==> config.mk <==
export PLATFORM = sky130hd
export DESIGN_NAME = systolic_skew_feeder
export DESIGN_NICKNAME = d
export VERILOG_FILES = /design/src/rtl/systolic_feeder_pkg.sv /design/src/rtl/skew_lane.sv /design/src/rtl/systolic_skew_feeder.sv
export SDC_FILE = /design/constraint.sdc
export NUM_CORES = 1
export LEC_CHECK = 0
export CAP_MARGIN = 30
export CELL_PAD_IN_SITES_DETAIL_PLACEMENT = 1
export CELL_PAD_IN_SITES_GLOBAL_PLACEMENT = 1
export CORE_ASPECT_RATIO = 0.75
export CORE_MARGIN = 2
export CORE_UTILIZATION = 43
export DETAILED_ROUTE_END_ITERATION = 10
export GPL_ROUTABILITY_DRIVEN = 0
export PLACE_DENSITY = 0.85
export SKIP_LAST_GASP = 1
export SLEW_MARGIN = 30
export SYNTH_ARGS = -nofsm -noshare
export SYNTH_HDL_FRONTEND = slang
export SYNTH_SLANG_ARGS = --single-unit
==> constraint.sdc <==
create_clock -name clk -period 5.25 [get_ports clk]
set_input_delay 0.7875 -clock clk [delete_from_list [all_inputs] [get_ports clk]]
set_output_delay 0.7875 -clock clk [all_outputs]
set_load 0.02 [all_outputs]
==> src/rtl/systolic_feeder_pkg.sv <==
// Shared types and sizing helpers for the systolic skew feeder.
package systolic_feeder_pkg;

  typedef enum logic [1:0] {IDLE, LOADED, DRAIN} feeder_state_t;

  function automatic int unsigned feeder_last(input int unsigned depth,
                                              input int unsigned channels);
    return depth + channels - 2;
  endfunction

  // A step counter must hold 0..LAST; a 1x1 array still needs one bit.
  function automatic int unsigned feeder_kw(input int unsigned depth,
                                            input int unsigned channels);
    return (depth + channels - 1 > 1) ? $clog2(depth + channels - 1) : 1;
  endfunction

endpackage

==> src/rtl/skew_lane.sv <==
// One output lane of the skew feeder: stores DEPTH elements and emits
// element (k - LANE) while the drain is advancing.
module skew_lane
  import systolic_feeder_pkg::*;
#(
  parameter int unsigned DEPTH = 8,
  parameter int unsigned BITS  = 8,
  parameter int unsigned LANE  = 0,
  parameter int unsigned KW    = 4
) (
  input  logic                   clk,
  input  logic                   rst_n,
  input  logic                   we,
  input  logic signed [BITS-1:0] din [DEPTH],
  input  logic                   active,
  input  logic [KW-1:0]          k,
  output logic signed [BITS-1:0] q,
  output logic                   q_valid
);

  logic signed [BITS-1:0] tile [DEPTH];
  logic [31:0]            off;

  always_ff @(posedge clk or negedge rst_n) begin
    if (!rst_n) begin
      for (int unsigned i = 0; i < DEPTH; i++) tile[i] <= '0;
    end else if (we) begin
      for (int unsigned i = 0; i < DEPTH; i++) tile[i] <= din[i];
    end
  end

  // k < LANE wraps off to a huge value, so one bound check covers both sides.
  always_comb begin
    off     = 32'(k) - LANE;
    q       = '0;
    q_valid = 1'b0;
    if (active && off < DEPTH) begin
      q_valid = 1'b1;
      for (int unsigned i = 0; i < DEPTH; i++) begin
        if (off == i) q = tile[i];
      end
    end
  end

endmodule

==> src/rtl/systolic_skew_feeder.sv <==
// Skewed multi-lane tile feeder for a systolic array edge.
// Optional shadow tile: define SKEW_FEEDER_DOUBLE_BUFFER_EN.
module systolic_skew_feeder
  import systolic_feeder_pkg::*;
#(
  parameter int unsigned CHANNELS = 8,
  parameter int unsigned DEPTH    = 8,
  parameter int unsigned BITS     = 8
) (
  input  logic                   clk,
  input  logic                   rst_n,
  input  logic                   load_valid,
  output logic                   load_ready,
  input  logic signed [BITS-1:0] load_data [CHANNELS][DEPTH],
  input  logic                   start,
  input  logic                   en,
  output logic signed [BITS-1:0] q [CHANNELS],
  output logic [CHANNELS-1:0]    q_valid,
  output logic                   busy,
  output logic                   done
);

  localparam int unsigned KW     = feeder_kw(DEPTH, CHANNELS);
  localparam int unsigned LAST   = feeder_last(DEPTH, CHANNELS);
  localparam logic [KW-1:0] K_LAST = KW'(LAST);

  feeder_state_t          state, next_state;
  logic [KW-1:0]          k;
  logic                   active, load_hs, tile_we, refill;
  logic signed [BITS-1:0] lane_din [CHANNELS][DEPTH];

  assign busy    = (state == DRAIN);
  assign active  = busy && en;
  assign done    = active && (k == K_LAST);
  assign load_hs = load_valid && load_ready;

`ifdef SKEW_FEEDER_DOUBLE_BUFFER_EN
  logic                   shadow_full, promote;
  logic signed [BITS-1:0] shadow [CHANNELS][DEPTH];

  assign load_ready = rst_n && ((state == IDLE) || !shadow_full);
  assign promote    = done && shadow_full;
  // A load landing exactly on the final step bypasses the shadow.
  assign tile_we    = (load_hs && ((state == IDLE) || done)) || promote;
  assign refill     = shadow_full || load_hs;

  always_ff @(posedge clk or negedge rst_n) begin
    if (!rst_n) begin
      shadow_full <= 1'b0;
      for (int unsigned c = 0; c < CHANNELS; c++)
        for (int unsigned i = 0; i < DEPTH; i++) shadow[c][i] <= '0;
    end else if (promote) begin
      shadow_full <= 1'b0;
    end else if (load_hs && state != IDLE && !done) begin
      shadow_full <= 1'b1;
      for (int unsigned c = 0; c < CHANNELS; c++)
        for (int unsigned i = 0; i < DEPTH; i++) shadow[c][i] <= load_data[c][i];
    end
  end

  always_comb begin
    for (int unsigned c = 0; c < CHANNELS; c++)
      for (int unsigned i = 0; i < DEPTH; i++)
        lane_din[c][i] = promote ? shadow[c][i] : load_data[c][i];
  end
`else
  assign load_ready = rst_n && (state == IDLE);
  assign tile_we    = load_hs;
  assign refill     = 1'b0;

  always_comb begin
    for (int unsigned c = 0; c < CHANNELS; c++)
      for (int unsigned i = 0; i < DEPTH; i++) lane_din[c][i] = load_data[c][i];
  end
`endif

  always_ff @(posedge clk or negedge rst_n) begin
    if (!rst_n) state <= IDLE;
    else        state <= next_state;
  end

  always_comb begin
    next_state = state;
    case (state)
      IDLE:    if (load_hs) next_state = LOADED;
      LOADED:  if (start)   next_state = DRAIN;
      DRAIN:   if (done)    next_state = refill ? LOADED : IDLE;
      default: next_state = IDLE;
    endcase
  end

  always_ff @(posedge clk or negedge rst_n) begin
    if (!rst_n)              k <= '0;
    else if (!busy || done)  k <= '0;
    else if (active)         k <= k + 1'b1;
  end

  for (genvar c = 0; c < CHANNELS; c++) begin : g_lane
    skew_lane #(
      .DEPTH(DEPTH),
      .BITS (BITS),
      .LANE (c),
      .KW   (KW)
    ) u_lane (
      .clk    (clk),
      .rst_n  (rst_n),
      .we     (tile_we),
      .din    (lane_din[c]),
      .active (active),
      .k      (k),
      .q      (q[c]),
      .q_valid(q_valid[c])
    );
  end

endmodule

==> impl_metrics.toml, run 1 <==
[outcome]
status = "finished clean"

[placed_design]
io_buffers = 591
dp_hpwl_mm = 64.4

[timing]
layout_min_cycle_time_ns = 5.05
finalClockSkew_ns = 0.0238
fmax_ghz = 0.198
max_slew_margin_pct = 33.0
fin_setup_tns_ns = 0
finalHoldViolCount = 0
rsz0062_at_grt = "yes"
setup_viol_count_final = 0
slew_viol_final = 0
worst_pin_slew_ns = 0.999
period_share_pct = 96.1

[finish]
syn_to_final_growth_pct = 34.1
finalNetCount = 3143
drive_gt1_share_pct = 25.1
final_cell_mix = "clkdlybuf4s50_1, dfrtp_1, mux2_2, nand2_1, o21ai_0"
fill_cells = 5789
multi_input_area_mm2 = 0.0109
mostFrequentLayoutCell = "clkdlybuf4s50_1"
regArea_mm2 = 0.0130

[floorplanning]
die_w_um = 281
core-area_mm2 = 0.0571
die_height_um = 212
num_rows = 76
io_pins = 592
die_area_mm2 = 0.0594
start_util_pct = 43.3

[routing]
dr.pass1.iters = 5
routed_wl_mm = 92.6
wire_per_inst_um = 27.1
drtAntennaViolNets = 0
drt-initial-drc-count = 1544
drcViolationCount = 0
viasPerCell = 5.82
vias = 19860

[worst_setup_path]
rrSetupSlack_ns = 2.84
rr_startpoint = "state[1]$_DFFE_PN0P_"
crit_fanout = 15
critPathCaptureType = "output pin"
crit_path_start_kind = "flip-flop"
arrival_ns = 4.26
required_ns = 4.46
crit_start = "k[2]$_DFFE_PN0P_"
ff2ff_path_depth = 4
worst-setup-path-type = "flip-flop to output pin"
worstReg2RegEnd = "g_lane[0].u_lane.tile[18]$_DFFE_PN0P_"
crit_end = "q[1]"

[clock_tree]
cts_buffer_depth = 3
postCtsHoldBufs = 0
cts_tree = "built"
clock_latency_ns = 0.61
cts-buffers-inserted = 53
clock-sinks = 518
root_buffer = "clkbuf_16"
clk_pin_slew_worst_paths_ns = 0.07
cts_max_level = 2

[grt]
grt_pass1_wl_mm = 138
antenna_found_initial = 32
grt_start_max_net_pins = 177
grt_pass1_vias = 22049
globalRouteTotalUtil_pct = 30.6
gr-total-overflow = 0

[min_path]
hold_class = "input port to async pin"

[yosys]
synth_edf_count = 0
synth_warnings = 0
synth_cell_types = 67
syn_avg_cell_area_um2 = 11.9
ys_seq_area_share_pct = 52.5
synth_fp_nets = 2612
syn-cell-area_mm2 = 0.0247
synthCells = 2078
async_flop_share_pct = 100
synth-main-ff-cell = "dfrtp_1"
ys_seq_elements = 518

[pwr]
p_per_area_mw_per_mm2 = 495
p_int_uw = 11100
total_power_uw = 16400
swShare_pct = 32.2
pwr-share-clk_pct = 24.2
p_comb_share_pct = 31.0
power.leakage_uw = 0.0130
power_frac_seq_pct = 44.7
netSwitchingPower_uw = 5280
ir_worst_vdd_v = 0.000263

[job]
drv_cap = 0
critical path, cell delays in order, from the launching register on:
cell and delay, ns:
dfrtp_1 0.35, buf_4 0.29, ha_1 0.52, and3b_1 0.29, a32oi_2 0.32, nor2_1 0.58, a21oi_1 0.14, a211oi_1 0.44
clkdlybuf4s50_1 0.71
cell type report:
cell class,count,share of cell area [%]
timing repair buffer,632,19.2
antenna,20,0.151
inverter,45,0.510
tap,741,2.80
clock inverter,15,0.567
clock buffer,85,4.86
sequential,518,39.1
multi-input combinational,1359,32.8
power groups by stage:
stage | Clock [µW] | Sequential, µW | Combinational (µW)
floorplan | 0 | 6750 | 3550
global placement | 0 | 7160 | 4650
detailed placement | 0 | 7320 | 4930
CTS | 4040 | 7310 | 5060
global route | 4180 | 7550 | 5480
finish | 3970 | 7330 | 5080
synth_stat cells (all sizes together), types with 11 or more instances:
library cell / instances / area, µm²
nor2: 56 / 213
nand2: 180 / 678
ha: 17 / 213
a21oi: 111 / 559
nor2b: 15 / 96.3
a221oi: 24 / 210
a22oi: 25 / 188
inv: 45 / 169
a32oi: 11 / 111
mux2: 488 / 5500
o21ai: 162 / 811
o22ai: 18 / 113
a221o: 14 / 140
dfrtp: 518 / 13000
nor3: 30 / 155
a31oi: 16 / 100
clkbuf: 38 / 143
a211oi: 16 / 120
buf: 118 / 654
a22o: 26 / 228
nand2b: 26 / 163
registers in the layout, summed over array words and instances (netlist names):
signal and count:
k 4, g_lane.u_lane.tile 512, state 2
metrics by stage:
step	worst slack, ns	hold slack (ns)	utilization, %	std cells	cell area [µm²]
after floorplan	1.95	0.458	-	2078	24700
after global placement	0.838	0.482	54.6	3290	31200
after detailed placement	0.659	0.488	54.6	3290	31200
after CTS	0.0510	0.212	57.8	3390	33000
after global routing	-0.0167	0.234	58.0	3410	33100
final	0.203	0.188	58.1	3415	33100
worst min path at each step:
stage | from | endpoint | slack (ns) | cells past startpoint
finish | rst_n | g_lane[1].u_lane.tile[37]$_DFFE_PN0P_ | 0.19 | 1
global route | rst_n | g_lane[1].u_lane.tile[61]$_DFFE_PN0P_ | 0.23 | 1
CTS | rst_n | g_lane[1].u_lane.tile[6]$_DFFE_PN0P_ | 0.21 | 1
detailed placement | g_lane[2].u_lane.tile[38]$_DFFE_PN0P_ | g_lane[2].u_lane.tile[38]$_DFFE_PN0P_ | 0.49 | 1
global placement | g_lane[3].u_lane.tile[7]$_DFFE_PN0P_ | g_lane[3].u_lane.tile[7]$_DFFE_PN0P_ | 0.48 | 1
floorplan | g_lane[4].u_lane.tile[61]$_DFFE_PN0P_ | g_lane[4].u_lane.tile[61]$_DFFE_PN0P_ | 0.46 | 1
repair_timing:
item / 4_1_cts / 5_1_grt
cloned: 0 / 0
pin swaps: 0 / 1
setup buffers: 0 / 4
setup endpoints to repair: 5 / 25
gates resized for setup: 2 / 2
per-layer routing:
layer	routed length [µm]	vias to the layer above	track usage (%)
met2	45200	709	51.5
met5	149	-	0
met3	6060	208	6.70
li1	-	8606	-
met4	3380	22	11.3
met1	37800	10315	38.9
kinds of logic after synthesis:
group | count (synthesis) | synth area share [%]
buffers and inverters | 201 | 3.91
multiplexers | 496 | 22.9
adder cells (fa/ha/maj) | 17 | 0.861
AO/OA/AOI/OAI | 496 | 13.1
AND/OR/NAND/NOR | 342 | 6.41
XOR/XNOR | 8 | 0.314
flip-flops | 518 | 52.5
No activity file was read; power rests on OpenSTA's default activity.
==> inputs of run 2 (changes only) <==
- CORE_ASPECT_RATIO: 0.75 -> 0.9
==> run 2 against run 1 <==
Compared with the run above: routed wire length is essentially flat; clock power barely moved; first-iteration DRC count down 13%; sequential share of layout area decreased by 0.12 points; critical path depth up 1; final area increased by 0.31%; maximum frequency barely moved; clock skew shrank 0.0045 ns; largest cell class unchanged; highest routed layer unchanged.
==> impl_metrics.toml, run 2 (synthesis gave the netlist of run 1 again) <==
[outcome]
status = "finished clean"

[routing]
dr.pass1.iters = 7
wire_per_inst_um = 26.8
drcViolationCount = 0
drtAntennaViolNets = 0
vias = 19793
routed_wl_mm = 92.6
drt-initial-drc-count = 1351
viasPerCell = 5.73

[clock_tree]
clk_pin_slew_worst_paths_ns = 0.06
cts_buffer_depth = 3
clock_latency_ns = 0.60
cts-buffers-inserted = 56
cts_tree = "built"
cts_max_level = 2
clock-sinks = 518
postCtsHoldBufs = 0
root_buffer = "clkbuf_16"

[floorplanning]
die_area_mm2 = 0.0594
core-area_mm2 = 0.0569
die_w_um = 257
io_pins = 592
num_rows = 83
die_height_um = 231
start_util_pct = 43.4

[finish]
largest_register = "g_lane.u_lane.tile"
largest_reg_flops = 512
drive_gt1_share_pct = 25.2
final_cell_mix = "clkdlybuf4s50_1, dfrtp_1, mux2_2, nand2_1, o21ai_0"
mostFrequentLayoutCell = "clkdlybuf4s50_1"
finalNetCount = 3151
largestRegisters = "g_lane.u_lane.tile (512), k (4), state (2)"
syn_to_final_growth_pct = 34.6

[timing]
rsz0062_at_grt = "yes"
layout_min_cycle_time_ns = 5.05
worst_slack_ns = 0.201
period_share_pct = 96.2
fmax_ghz = 0.198
worst_pin_slew_ns = 1.03
max_slew_margin_pct = 30.9
slew_viol_final = 0
setup_viol_count_final = 0
finalHoldViolCount = 0
finalClockSkew_ns = 0.0193
hold_ws_ns = 0.144

[worst_setup_path]
required_ns = 4.46
crit_fanout = 32
arrival_ns = 4.26
ff2ff_path_depth = 4
rr_startpoint = "state[1]$_DFFE_PN0P_"
worst-setup-path-type = "flip-flop to output pin"
rrSetupSlack_ns = 2.72
crit_path_start_kind = "flip-flop"
critPathCaptureType = "output pin"
worstReg2RegEnd = "g_lane[4].u_lane.tile[11]$_DFFE_PN0P_"

[pwr]
power.leakage_uw = 0.0131
ir_worst_vdd_v = 0.000300
pwr-share-clk_pct = 24.1
p_comb_share_pct = 31.3
p_int_uw = 11100
netSwitchingPower_uw = 5260
swShare_pct = 32.2
p_per_area_mw_per_mm2 = 492
power_frac_seq_pct = 44.6

[job]
drv_cap = 0

[grt]
grt_pass1_vias = 22094
grt_pass1_wl_mm = 138
globalRouteTotalUtil_pct = 30.4
antenna_found_initial = 42
gr-total-overflow = 0
grt_start_max_net_pins = 175

[placed_design]
dp_hpwl_mm = 66.6
io_buffers = 591
pre_cts_slack_ns = 0.722

[min_path]
hold_class = "input port to async pin"
-- run 2: power groups by stage --
stage	combinational (µW)	clock, µW	sequential [µW]
2_1_floorplan	3550	0	6750
6_report	5120	3950	7290
3_5_place_dp	5030	0	7310
4_1_cts	5100	4010	7270
5_1_grt	5520	4170	7530
3_3_place_gp	4700	0	7120
-- run 2: worst max path at each step --
stage / startpoint / to / slack [ns] / cells past startpoint
after detailed placement: k[1]$_DFFE_PN0P_ / q[18] / 0.72 / 8
after CTS: k[1]$_DFFE_PN0P_ / q[18] / 0.05 / 8
after global routing: k[1]$_DFFE_PN0P_ / q[9] / -0.04 / 9
after floorplan: k[2]$_DFFE_PN0P_ / q[26] / 1.95 / 8
after global placement: k[1]$_DFFE_PN0P_ / q[23] / 0.88 / 8
final: k[1]$_DFFE_PN0P_ / q[11] / 0.20 / 9
-- run 2: critical path, stage by stage, from the launching register on --
cell	delay (ns)
dfrtp_1	0.64
inv_1	0.30
ha_4	0.37
inv_1	0.34
buf_4	0.38
o21bai_1	0.13
o21ai_0	0.43
a32oi_1	0.22
a21oi_1	0.23
clkdlybuf4s50_1	0.63
-- run 2: area by class of cell --
type                            instances  area (µm²)
Tap cell                              765         957
Clock inverter                         20         183
Fill cell                            5871       23700
Inverter                               45         169
Antenna cell                           27        67.6
Multi-Input combinational cell       1359       10800
Clock buffer                           83        1620
Sequential cell                       518       13000
Timing Repair Buffer                  637        6420
-- run 2: through the flow --
step / std cells / util (%) / total power [µW] / instance area (µm²) / TNS [ns]
3_3_place_gp: 3320 / 54.9 / 11800 / 31300 / 0
4_1_cts: 3423 / 58.1 / 16400 / 33100 / 0
5_1_grt: 3450 / 58.4 / 17200 / 33200 / -0.0447
6_report: 3454 / 58.4 / 16400 / 33200 / 0
3_5_place_dp: 3320 / 54.9 / 12300 / 31300 / 0
2_1_floorplan: 2078 / - / 10300 / 24700 / 0
-- run 2: layer usage --
metal  up-vias  global-route usage (%)  wire (µm)
li1       8642                       -          -
met1     10085                    36.6      36200
met3       245                    8.20       6630
met4        30                    13.1       4240
met2       791                    51.5      45300
met5         -                       0        199
-- run 2: timing repair --
action / in CTS / in global routing
buffers inserted: 0 / 3
setup endpoints to repair: 0 / 37
resized for setup: 0 / 1
